===== src/rtl/mem_pkg.sv =====
// Shared constants for the MEM-stage data-memory initiator: RV32 load/store
// funct3 codes, fault codes and the controller state encoding.
package mem_pkg;

    localparam logic [2:0] F3_LB  = 3'b000;
    localparam logic [2:0] F3_LH  = 3'b001;
    localparam logic [2:0] F3_LW  = 3'b010;
    localparam logic [2:0] F3_LBU = 3'b100;
    localparam logic [2:0] F3_LHU = 3'b101;
    localparam logic [2:0] F3_SB  = 3'b000;
    localparam logic [2:0] F3_SH  = 3'b001;
    localparam logic [2:0] F3_SW  = 3'b010;

    localparam logic [1:0] FAULT_NONE     = 2'b00;
    localparam logic [1:0] FAULT_MISALIGN = 2'b01;
    localparam logic [1:0] FAULT_TIMEOUT  = 2'b10;
    localparam logic [1:0] FAULT_ILLEGAL  = 2'b11;

    typedef enum logic [2:0] {
        S_IDLE    = 3'd0,
        S_RD_REQ  = 3'd1,
        S_RD_WAIT = 3'd2,
        S_WR_REQ  = 3'd3,
        S_WR_WAIT = 3'd4,
        S_DONE    = 3'd5
    } state_t;

endpackage


===== src/rtl/mem_access_if.sv =====
// Pipeline-side and memory-side signals of the MEM-stage data access path.
// master = the controller, slave = pipeline plus memory responder.
interface mem_access_if #(
    parameter int ADDR_WIDTH = 32
);
    logic                  ctrl_read;
    logic                  ctrl_write;
    logic [2:0]            funct3;
    logic [ADDR_WIDTH-1:0] alu_address;
    logic [31:0]           store_data;
    logic [31:0]           load_data;
    logic                  stall;
    logic [1:0]            fault;
    logic                  mem_read;
    logic                  mem_write;
    logic [ADDR_WIDTH-1:0] mem_address;
    logic [31:0]           mem_writedata;
    logic [31:0]           mem_readdata;
    logic                  mem_busywait;

    // Handshake: the responder latches a request on the first rising edge with
    // mem_read or mem_write high (held for exactly one cycle); the transfer
    // completes on the first later edge with mem_busywait low, where
    // mem_readdata is sampled. The pipeline holds ctrl_* stable while stall=1.
    modport master (
        input  ctrl_read, ctrl_write, funct3, alu_address, store_data,
        input  mem_readdata, mem_busywait,
        output load_data, stall, fault,
        output mem_read, mem_write, mem_address, mem_writedata
    );

    modport slave (
        output ctrl_read, ctrl_write, funct3, alu_address, store_data,
        output mem_readdata, mem_busywait,
        input  load_data, stall, fault,
        input  mem_read, mem_write, mem_address, mem_writedata
    );

endinterface


===== src/rtl/byte_lane_align.sv =====
// Combinational lane logic: selects and extends load bytes/halves from a
// memory word, and merges sub-word store data into a read word.
module byte_lane_align
    import mem_pkg::*;
(
    input  logic [2:0]  i_funct3,
    input  logic [1:0]  i_lane,
    input  logic [31:0] i_rdata,
    input  logic [15:0] i_store_data,
    output logic [31:0] o_load_value,
    output logic [31:0] o_merged_word
);

    logic [7:0]  w_byte;
    logic [15:0] w_half;

    always_comb begin
        w_byte = i_rdata[{i_lane, 3'b000} +: 8];
        w_half = i_lane[1] ? i_rdata[31:16] : i_rdata[15:0];

        case (i_funct3)
            F3_LB:   o_load_value = {{24{w_byte[7]}}, w_byte};
            F3_LBU:  o_load_value = {24'h000000, w_byte};
            F3_LH:   o_load_value = {{16{w_half[15]}}, w_half};
            F3_LHU:  o_load_value = {16'h0000, w_half};
            default: o_load_value = i_rdata;
        endcase
    end

    // Halfword stores only reach here aligned, so lane[1] picks the half.
    always_comb begin
        o_merged_word = i_rdata;
        case (i_funct3)
            F3_SB: o_merged_word[{i_lane, 3'b000} +: 8] = i_store_data[7:0];
            F3_SH: begin
                if (i_lane[1]) o_merged_word[31:16] = i_store_data;
                else           o_merged_word[15:0]  = i_store_data;
            end
            default: o_merged_word = i_rdata;
        endcase
    end

endmodule


===== src/rtl/mem_access_controller.sv =====
// MEM-stage data-memory initiator: turns pipeline load/store requests into
// word-aligned read/write transactions, with read-modify-write for SB/SH.
module mem_access_controller
    import mem_pkg::*;
#(
    parameter int ADDR_WIDTH   = 32,
    parameter int WAIT_TIMEOUT = 255,
    parameter int TO_CNT_W     = 8
) (
    input  logic         clock,
    input  logic         reset,
    mem_access_if.master bus,
    output state_t       o_state
);

    localparam logic [TO_CNT_W-1:0] TO_LAST = TO_CNT_W'(WAIT_TIMEOUT - 1);

    state_t                r_state;
    logic [1:0]            r_lane;
    logic [2:0]            r_funct3;
    logic                  r_is_store;
    logic [15:0]           r_store_lo;
    logic [TO_CNT_W-1:0]   r_to_cnt;
    logic [31:0]           r_load_data;
    logic                  r_mem_read;
    logic                  r_mem_write;
    logic [ADDR_WIDTH-1:0] r_mem_address;
    logic [31:0]           r_mem_writedata;
    logic [1:0]            r_fault;

    logic        w_req;
    logic        w_f3_valid;
    logic        w_illegal;
    logic        w_misaligned;
    logic        w_is_sw;
    logic [31:0] w_load_value;
    logic [31:0] w_merged_word;

    assign w_req        = bus.ctrl_read | bus.ctrl_write;
    assign w_f3_valid   = bus.ctrl_write ? (bus.funct3 inside {F3_SB, F3_SH, F3_SW})
                                         : (bus.funct3 inside {F3_LB, F3_LH, F3_LW, F3_LBU, F3_LHU});
    assign w_illegal    = (bus.ctrl_read & bus.ctrl_write) | ~w_f3_valid;
    assign w_misaligned = ((bus.funct3[1:0] == 2'b01) & bus.alu_address[0]) |
                          ((bus.funct3[1:0] == 2'b10) & (bus.alu_address[1:0] != 2'b00));
    assign w_is_sw      = bus.ctrl_write & (bus.funct3 == F3_SW);

    byte_lane_align u_align (
        .i_funct3      (r_funct3),
        .i_lane        (r_lane),
        .i_rdata       (bus.mem_readdata),
        .i_store_data  (r_store_lo),
        .o_load_value  (w_load_value),
        .o_merged_word (w_merged_word)
    );

    always_ff @(posedge clock or posedge reset) begin
        if (reset) begin
            r_state         <= S_IDLE;
            r_lane          <= '0;
            r_funct3        <= '0;
            r_is_store      <= 1'b0;
            r_store_lo      <= '0;
            r_to_cnt        <= '0;
            r_load_data     <= '0;
            r_mem_read      <= 1'b0;
            r_mem_write     <= 1'b0;
            r_mem_address   <= '0;
            r_mem_writedata <= '0;
            r_fault         <= FAULT_NONE;
        end else begin
            case (r_state)
                S_IDLE: begin
                    if (w_req) begin
                        r_lane     <= bus.alu_address[1:0];
                        r_funct3   <= bus.funct3;
                        r_is_store <= bus.ctrl_write;
                        r_store_lo <= bus.store_data[15:0];
                        if (w_illegal) begin
                            r_fault <= FAULT_ILLEGAL;
                            r_state <= S_DONE;
                        end else if (w_misaligned) begin
                            r_fault <= FAULT_MISALIGN;
                            r_state <= S_DONE;
                        end else begin
                            r_mem_address <= {bus.alu_address[ADDR_WIDTH-1:2], 2'b00};
                            if (w_is_sw) begin
                                r_mem_write     <= 1'b1;
                                r_mem_writedata <= bus.store_data;
                                r_state         <= S_WR_REQ;
                            end else begin
                                r_mem_read <= 1'b1;
                                r_state    <= S_RD_REQ;
                            end
                        end
                    end
                end
                S_RD_REQ: begin
                    r_mem_read <= 1'b0;
                    r_to_cnt   <= '0;
                    r_state    <= S_RD_WAIT;
                end
                S_RD_WAIT: begin
                    if (!bus.mem_busywait) begin
                        if (r_is_store) begin
                            r_mem_write     <= 1'b1;
                            r_mem_writedata <= w_merged_word;
                            r_state         <= S_WR_REQ;
                        end else begin
                            r_load_data <= w_load_value;
                            r_state     <= S_DONE;
                        end
                    end else if (r_to_cnt == TO_LAST) begin
                        r_fault <= FAULT_TIMEOUT;
                        r_state <= S_DONE;
                    end else begin
                        r_to_cnt <= r_to_cnt + TO_CNT_W'(1);
                    end
                end
                S_WR_REQ: begin
                    r_mem_write <= 1'b0;
                    r_to_cnt    <= '0;
                    r_state     <= S_WR_WAIT;
                end
                S_WR_WAIT: begin
                    if (!bus.mem_busywait) begin
                        r_state <= S_DONE;
                    end else if (r_to_cnt == TO_LAST) begin
                        r_fault <= FAULT_TIMEOUT;
                        r_state <= S_DONE;
                    end else begin
                        r_to_cnt <= r_to_cnt + TO_CNT_W'(1);
                    end
                end
                S_DONE: begin
                    r_fault         <= FAULT_NONE;
                    r_mem_address   <= '0;
                    r_mem_writedata <= '0;
                    r_state         <= S_IDLE;
                end
                default: r_state <= S_IDLE;
            endcase
        end
    end

    // Reset gates stall so every output reads 0 while reset is held.
    assign bus.stall         = w_req & (r_state != S_DONE) & ~reset;
    assign bus.load_data     = r_load_data;
    assign bus.fault         = r_fault;
    assign bus.mem_read      = r_mem_read;
    assign bus.mem_write     = r_mem_write;
    assign bus.mem_address   = r_mem_address;
    assign bus.mem_writedata = r_mem_writedata;
    assign o_state           = r_state;

endmodule


===== src/flat_wrapper.sv =====
// flat-port wrapper written by rule: the top's interface ports become plain ports
module mem_access_controller_flat import mem_pkg::*;
#(
    parameter int ADDR_WIDTH   = 32,
    parameter int WAIT_TIMEOUT = 255,
    parameter int TO_CNT_W     = 8
)
  (clock, reset, o_state, bus_ctrl_read, bus_ctrl_write, bus_funct3, bus_alu_address, bus_store_data, bus_mem_readdata, bus_mem_busywait, bus_load_data, bus_stall, bus_fault, bus_mem_read, bus_mem_write, bus_mem_address, bus_mem_writedata);
  mem_access_if #(.ADDR_WIDTH(ADDR_WIDTH)) bus_i ();
  input  logic clock;
  input  logic reset;
  output state_t o_state;
  input wire logic [$bits(bus_i.ctrl_read)-1:0] bus_ctrl_read;
  input wire logic [$bits(bus_i.ctrl_write)-1:0] bus_ctrl_write;
  input wire logic [$bits(bus_i.funct3)-1:0] bus_funct3;
  input wire logic [$bits(bus_i.alu_address)-1:0] bus_alu_address;
  input wire logic [$bits(bus_i.store_data)-1:0] bus_store_data;
  input wire logic [$bits(bus_i.mem_readdata)-1:0] bus_mem_readdata;
  input wire logic [$bits(bus_i.mem_busywait)-1:0] bus_mem_busywait;
  output wire logic [$bits(bus_i.load_data)-1:0] bus_load_data;
  output wire logic [$bits(bus_i.stall)-1:0] bus_stall;
  output wire logic [$bits(bus_i.fault)-1:0] bus_fault;
  output wire logic [$bits(bus_i.mem_read)-1:0] bus_mem_read;
  output wire logic [$bits(bus_i.mem_write)-1:0] bus_mem_write;
  output wire logic [$bits(bus_i.mem_address)-1:0] bus_mem_address;
  output wire logic [$bits(bus_i.mem_writedata)-1:0] bus_mem_writedata;
  assign bus_i.ctrl_read = bus_ctrl_read;
  assign bus_i.ctrl_write = bus_ctrl_write;
  assign bus_i.funct3 = bus_funct3;
  assign bus_i.alu_address = bus_alu_address;
  assign bus_i.store_data = bus_store_data;
  assign bus_i.mem_readdata = bus_mem_readdata;
  assign bus_i.mem_busywait = bus_mem_busywait;
  assign bus_load_data = bus_i.load_data;
  assign bus_stall = bus_i.stall;
  assign bus_fault = bus_i.fault;
  assign bus_mem_read = bus_i.mem_read;
  assign bus_mem_write = bus_i.mem_write;
  assign bus_mem_address = bus_i.mem_address;
  assign bus_mem_writedata = bus_i.mem_writedata;
  mem_access_controller #(.ADDR_WIDTH(ADDR_WIDTH), .WAIT_TIMEOUT(WAIT_TIMEOUT), .TO_CNT_W(TO_CNT_W)) u_core (.clock(clock), .reset(reset), .bus(bus_i), .o_state(o_state));
endmodule

===== config.mk =====
export PLATFORM = sky130hd
export DESIGN_NAME = mem_access_controller_flat
export DESIGN_NICKNAME = d
export VERILOG_FILES = /design/src/rtl/mem_pkg.sv /design/src/rtl/mem_access_if.sv /design/src/rtl/byte_lane_align.sv /design/src/rtl/mem_access_controller.sv /design/src/flat_wrapper.sv
export SDC_FILE = /design/constraint.sdc
export NUM_CORES = 1
export LEC_CHECK = 0
export ABC_AREA = 1
export CORE_AREA = 2 2 135 137
export CTS_CLUSTER_SIZE = 40
export DETAILED_ROUTE_END_ITERATION = 6
export DIE_AREA = 0 0 137 139
export GPL_TIMING_DRIVEN = 0
export PLACE_DENSITY = 0.87
export SLEW_MARGIN = 20
export SYNTH_ARGS = -nofsm -noshare
export SYNTH_HDL_FRONTEND = slang
export SYNTH_HIERARCHICAL = 1
export SYNTH_SLANG_ARGS = --single-unit
export TNS_END_PERCENT = 50

===== constraint.sdc =====
create_clock -name clock -period 6.2 [get_ports clock]
set_clock_uncertainty 0.05 [all_clocks]
set_input_delay 1.86 -clock clock [delete_from_list [all_inputs] [get_ports clock]]
set_output_delay 1.86 -clock clock [all_outputs]
set_load 0.02 [all_outputs]

# ---- Yosys cells after proc, flatten, opt, wreduce, memory -nomap -nowiden
# Cells that the tools add are included.
dict set report op_classes {
  n_eq_ne 27
  bitwise_logic 13
  n_addsub 2
  muxes 48
  n_reduce_logical 22
  shift 3
}
# operator count
set op_table {}
lappend op_table {{32-bit 2-to-1 mux} 9}
lappend op_table {{32-bit case mux with 2 select lines} 2}
lappend op_table {{32-bit case mux with 4 select lines} 1}
lappend op_table {{32-bit case mux with 3 select lines} 1}
lappend op_table {{16-bit 2-to-1 mux} 3}
lappend op_table {{32-bit bitwise mux} 1}
lappend op_table {{8-bit by 7-bit variable shift with 32-bit output (first input constant)} 1}
lappend op_table {{32-bit by 6-bit indexed part select with 8-bit output} 1}
lappend op_table {{8-bit by 7-bit indexed part select with 32-bit output} 1}
lappend op_table {{3-bit 2-to-1 mux} 7}
lappend op_table {{3-bit == test (second input constant)} 6}
lappend op_table {{8-bit 2-to-1 mux} 2}
lappend op_table {{8-bit case mux with 2 select lines} 1}
lappend op_table {{3-bit case mux with 5 select lines} 1}
lappend op_table {{7-bit AND reduction} 2}
lappend op_table {{2-bit 2-to-1 mux} 6}
lappend op_table {{3-bit nonzero test} 4}
lappend op_table {{1-bit 2-to-1 mux} 11}
lappend op_table {{2-bit by 1-bit inequality test with 1-bit output (second input constant)} 5}
lappend op_table {{2-bit inequality test (second input constant)} 5}
lappend op_table {{5-bit AND reduction} 2}
lappend op_table {{3-bit by 1-bit == test with 1-bit output (second input constant)} 3}
lappend op_table {{3-bit by 2-bit == test with 1-bit output (second input constant)} 3}
lappend op_table {{3-bit zero test} 3}
lappend op_table {{other kinds (19)} 34}
dict set report totals {
  input_bits 104
  elab_cells 127
  ff_bits 133
}

# ---- Depth between registers and ports, before layout
dict set report depth {
  depth_word 8
  mapped_depth 15
}

# ---- By module
# The synthesis kept the hierarchy.
# mod instances area_each_um2 cells_per_inst
set modules_own_cells {}
lappend modules_own_cells {mem_access_controller 1 6172.2 713}
lappend modules_own_cells {byte_lane_align 1 2447.3 566}

# ---- Worst setup path after synthesis
# OpenSTA, ideal clock, no wires.
dict set report synth_timing {
  path_type {input -> output}
  from {in bus_ctrl_write}
  to {out bus_stall}
  t_arrival_ps 2408
  stages 2
  slack_ps 1882
  path_cell_list {nor2_1 -> nor3_1}
}
dict set report synth_between {
  elab_chain_cells 3
}
# element line
set synth_rtl {}
lappend synth_rtl {{from (decl)} flat_wrapper.sv:14} ;# input wire logic [$bits(bus_i.ctrl_write)-1:0] bus_ctrl_write;
lappend synth_rtl {{1-bit bitwise OR} mem_access_controller.sv:39} ;# assign w_req = bus.ctrl_read | bus.ctrl_write;
lappend synth_rtl {{1-bit bitwise AND (2 in a row)} mem_access_controller.sv:146} ;# assign bus.stall = w_req & (r_state != S_DONE) & ~reset;
lappend synth_rtl {{to (decl)} flat_wrapper.sv:21} ;# output wire logic [$bits(bus_i.stall)-1:0] bus_stall;
# Every way passes these cells.

# ---- Final worst setup path
# Same ends and word-level chain as after synthesis.

==> metrics.md <==
| Metric | Value |
|---|---|
| Status | `completed` |
| Largest net degree at the start of global routing | `89` |
| Ant. Diodes | `0` |
| Post-synthesis sequential area ratio | `38.0%` |
| Min Hold Slack | `440 ps` |
| Worst IR Drop VDD | `304 uV` |
| Die Width | `137 um` |
| Hold_sp | `u_core/bus.mem_address[21]$_DFFE_PP0P_` |
| Worst Hold Endpoint | `u_core/bus.mem_address[21]$_DFFE_PP0P_` |
| Yosys warnings | `6` |
| Cell Area, Synth | `0.00862 sq mm` |
| Gr ovfl total | `0` |
| First-pass GRT wire length | `49500 um` |
| PortBufs | `205` |
| CP required | `4290 ps` |
| Final Slew Violations | `0` |
| Crit path time final | `5220 ps` |
| Total power | `6570 uW` |
| P_leak | `0.00587 uW` |
| RSZ-0062 raised after global routing | `no` |
| Initial antenna violation count | `0` |
| R2r worst-path depth | `13` |
| Root buffer cell | `clkbuf_16` |
| Sequential Power Share | `23.6%` |
| Fmax achieved | `192 MHz` |
| MaxCap Viol Count | `0` |
| Hold Fails Final Rpt | `0` |
| Nets | `1616` |
| Worst Hold Class | `reg2reg` |
| RR Startpoint | `u_core/r_lane[1]$_DFFE_PP0P_` |
| DP Area | `0.0110 sq mm` |
| Gate power share | `60.5%` |
| DRC violations left | `0` |
| Cells after synthesis | `1279` |
| FP Rows | `49` |
| CTS sink count | `131` |
| Initial drt markers | `1238` |
| All-Layer GR Usage | `33.4%` |
| Dominant cell type by area after synthesis | `dfrtp_1` |
| Drt total wl | `31700 um` |
| Max-slew headroom | `60.3%` |
| Worst Tran Pin Value | `595 ps` |
| Clock transition at path regs | `70 ps` |
| Sw power | `3220 uW` |
| Asr flop ratio synth | `100%` |
| Yosys cell types | `30` |
| Synth area leaders | `dfrtp_1, nand2_1, nand3_1` |
| Synth top area share | `38.0%` |
| Pwr dens | `566 mW/mm^2` |
| WP data arrival | `3310 ps` |
| Syn_area_per_cell | `6.74 sq um` |
| Max clock buf depth | `2` |
| DR vias/cell | `5.62` |
| Reg-to-reg endpoint | `u_core/bus.mem_writedata[8]$_DFFE_PP0P_` |
| Initial core utilization | `48.8%` |
| WHS Path Cells | `2` |
| Die H | `139 um` |
| Drt first pass iters | `5` |
| Setup-failing EPs final | `0` |
| #FFs+latches synth | `131` |
| Number of global-route vias before repair | `9386` |
| Core area | `0.0177 sq mm` |
| Resize count post-CTS | `0` |
| Crit. End Element | `output port` |
| Synth cell count leaders | `nand2_1, nand3_1, nor2_1, dfrtp_1, inv_1` |
| Post-route clock period utilization | `84.2%` |
| Setup TNS | `0 ps` |
| Util after Layout | `65.7%` |
| Layout area overhead | `34.6%` |
| Setup CP Type | `in2out` |
| Top-count cell post-synth | `nand2_1` |
| Die ar. | `0.0190 sq mm` |
| Post-synth top flop | `dfrtp_1` |
| Internal power component | `3350 uW` |
| Hold_buf cts | `0` |
| Gpl congestion | `1.03` |
| DP HPWL | `23700 um` |
| Design area | `0.0116 sq mm` |
| Setup Buffers After CTS | `0` |
| Ports | `208` |
| # H-tree levels | `4` |
| Net Sw Frac | `49.0%` |
| Setup slack, reg-to-reg | `3020 ps` |
| Num CTS Buffers | `17` |
| Vias | `9813` |
| CTS tree | `yes` |
| Ratio of cells with drive above 1 in the final layout | `9.16%` |
| Crit path launch type | `input pin` |
| CP Max Fanout | `4` |
| Post-synth EDFFs | `0` |
| WL per Instance | `18.1 um` |
| Clock Latency Late Sink | `420 ps` |
| Clock power frac | `16.0%` |
| ANT nets after route | `0` |
final cells by class:
type                       instances  area, sq um
clock buffer                      20          467
sequential                       131         3280
inverter                         122          465
fill                            1559         6050
multi-input combinational        950         4500
tap                              229          287
buffer                            77          388
clock inverter                    12          143
timing repair buffer             206         2080
power groups by stage:
stage | Clock [uW] | Sequential (uW) | Combinational, uW
5_1_grt | 1100 | 1590 | 4290
3_3_place_gp | 0 | 1540 | 3780
4_1_cts | 1060 | 1540 | 3890
2_1_floorplan | 0 | 1840 | 2080
3_5_place_dp | 0 | 1550 | 3850
6_report | 1050 | 1550 | 3970
flip-flops by register name, summed over array words and instances (netlist names):
name	count
u_core/bus.load_data	32
u_core/r_to_cnt	8
u_core/bus.mem_read	1
u_core/bus.mem_write	1
u_core/r_store_lo	16
u_core/o_state	3
u_core/r_funct3	3
u_core/bus.fault	2
u_core/r_lane	2
u_core/bus.mem_address	30
u_core/r_is_store	1
u_core/bus.mem_writedata	32
worst max path at each step:
stage	slack [ps]	endpoint	depth (start not counted)	startpoint
2_1_floorplan	790	u_core/bus.fault[0]$_DFFE_PP0P_	1	reset
3_3_place_gp	-1090	u_core/bus.mem_writedata[19]$_DFFE_PP0P_	2	reset
3_5_place_dp	990	bus_stall	4	bus_ctrl_write
4_1_cts	970	bus_stall	4	bus_ctrl_write
5_1_grt	940	bus_stall	4	bus_ctrl_write
6_report	980	bus_stall	4	bus_ctrl_write
routing by layer:
| layer | part of all wire (%) | GRT usage [%] | wire (um) |
|---|---|---|---|
| met4 | 4.9 | 14.9 | 1540 |
| met2 | 46 | 53.2 | 14600 |
| met5 | 0 | 0 | 0 |
| met3 | 9.6 | 7.86 | 3040 |
| met1 | 39 | 43.1 | 12500 |
cells in the final DEF (no fill, tap or decap), drive strengths merged, types with 3 or more instances in the layout:
master | synthesis | final
a21oi | 25 | 25
buf | 55 | 56
clkbuf | 22 | 42
clkdlybuf4s50 | 0 | 205
clkinv | 1 | 5
dfrtp | 131 | 131
ha | 7 | 7
inv | 121 | 126
mux2 | 34 | 34
nand2 | 408 | 408
nand3 | 186 | 186
nand4 | 8 | 8
nor2 | 143 | 143
o21ai | 96 | 96
o21bai | 33 | 33
xor2 | 3 | 3
kinds of logic (layout without fill, tap and decap cells):
kind of cell	after synthesis	after routing	synth area share [%]
and+or+nand+nor	748	748	36.3
buffers and inverters	199	437	9.81
AOI/OAI and AO/OA	156	156	10.1
DFF	131	131	38.0
muxes	34	34	4.44
adders and majority gates	7	7	1.02
xor gates and xnor gates	3	3	0.305
other	1	2	0.0435
worst max-delay path, stage by stage:
cell             delay [ps]
clkdlybuf4s50_1         510
nor2_1                  100
nor3_1                  200
clkdlybuf4s50_1         640
stage by stage:
stage / setup WS, ps / cells
5_1_grt: 944 / 1747
6_report: 981 / 1747
2_1_floorplan: 792 / 1280
3_3_place_gp: -1090 / 1714
3_5_place_dp: 987 / 1715
4_1_cts: 969 / 1747
Note: power is estimated with default switching activity, not from simulation.
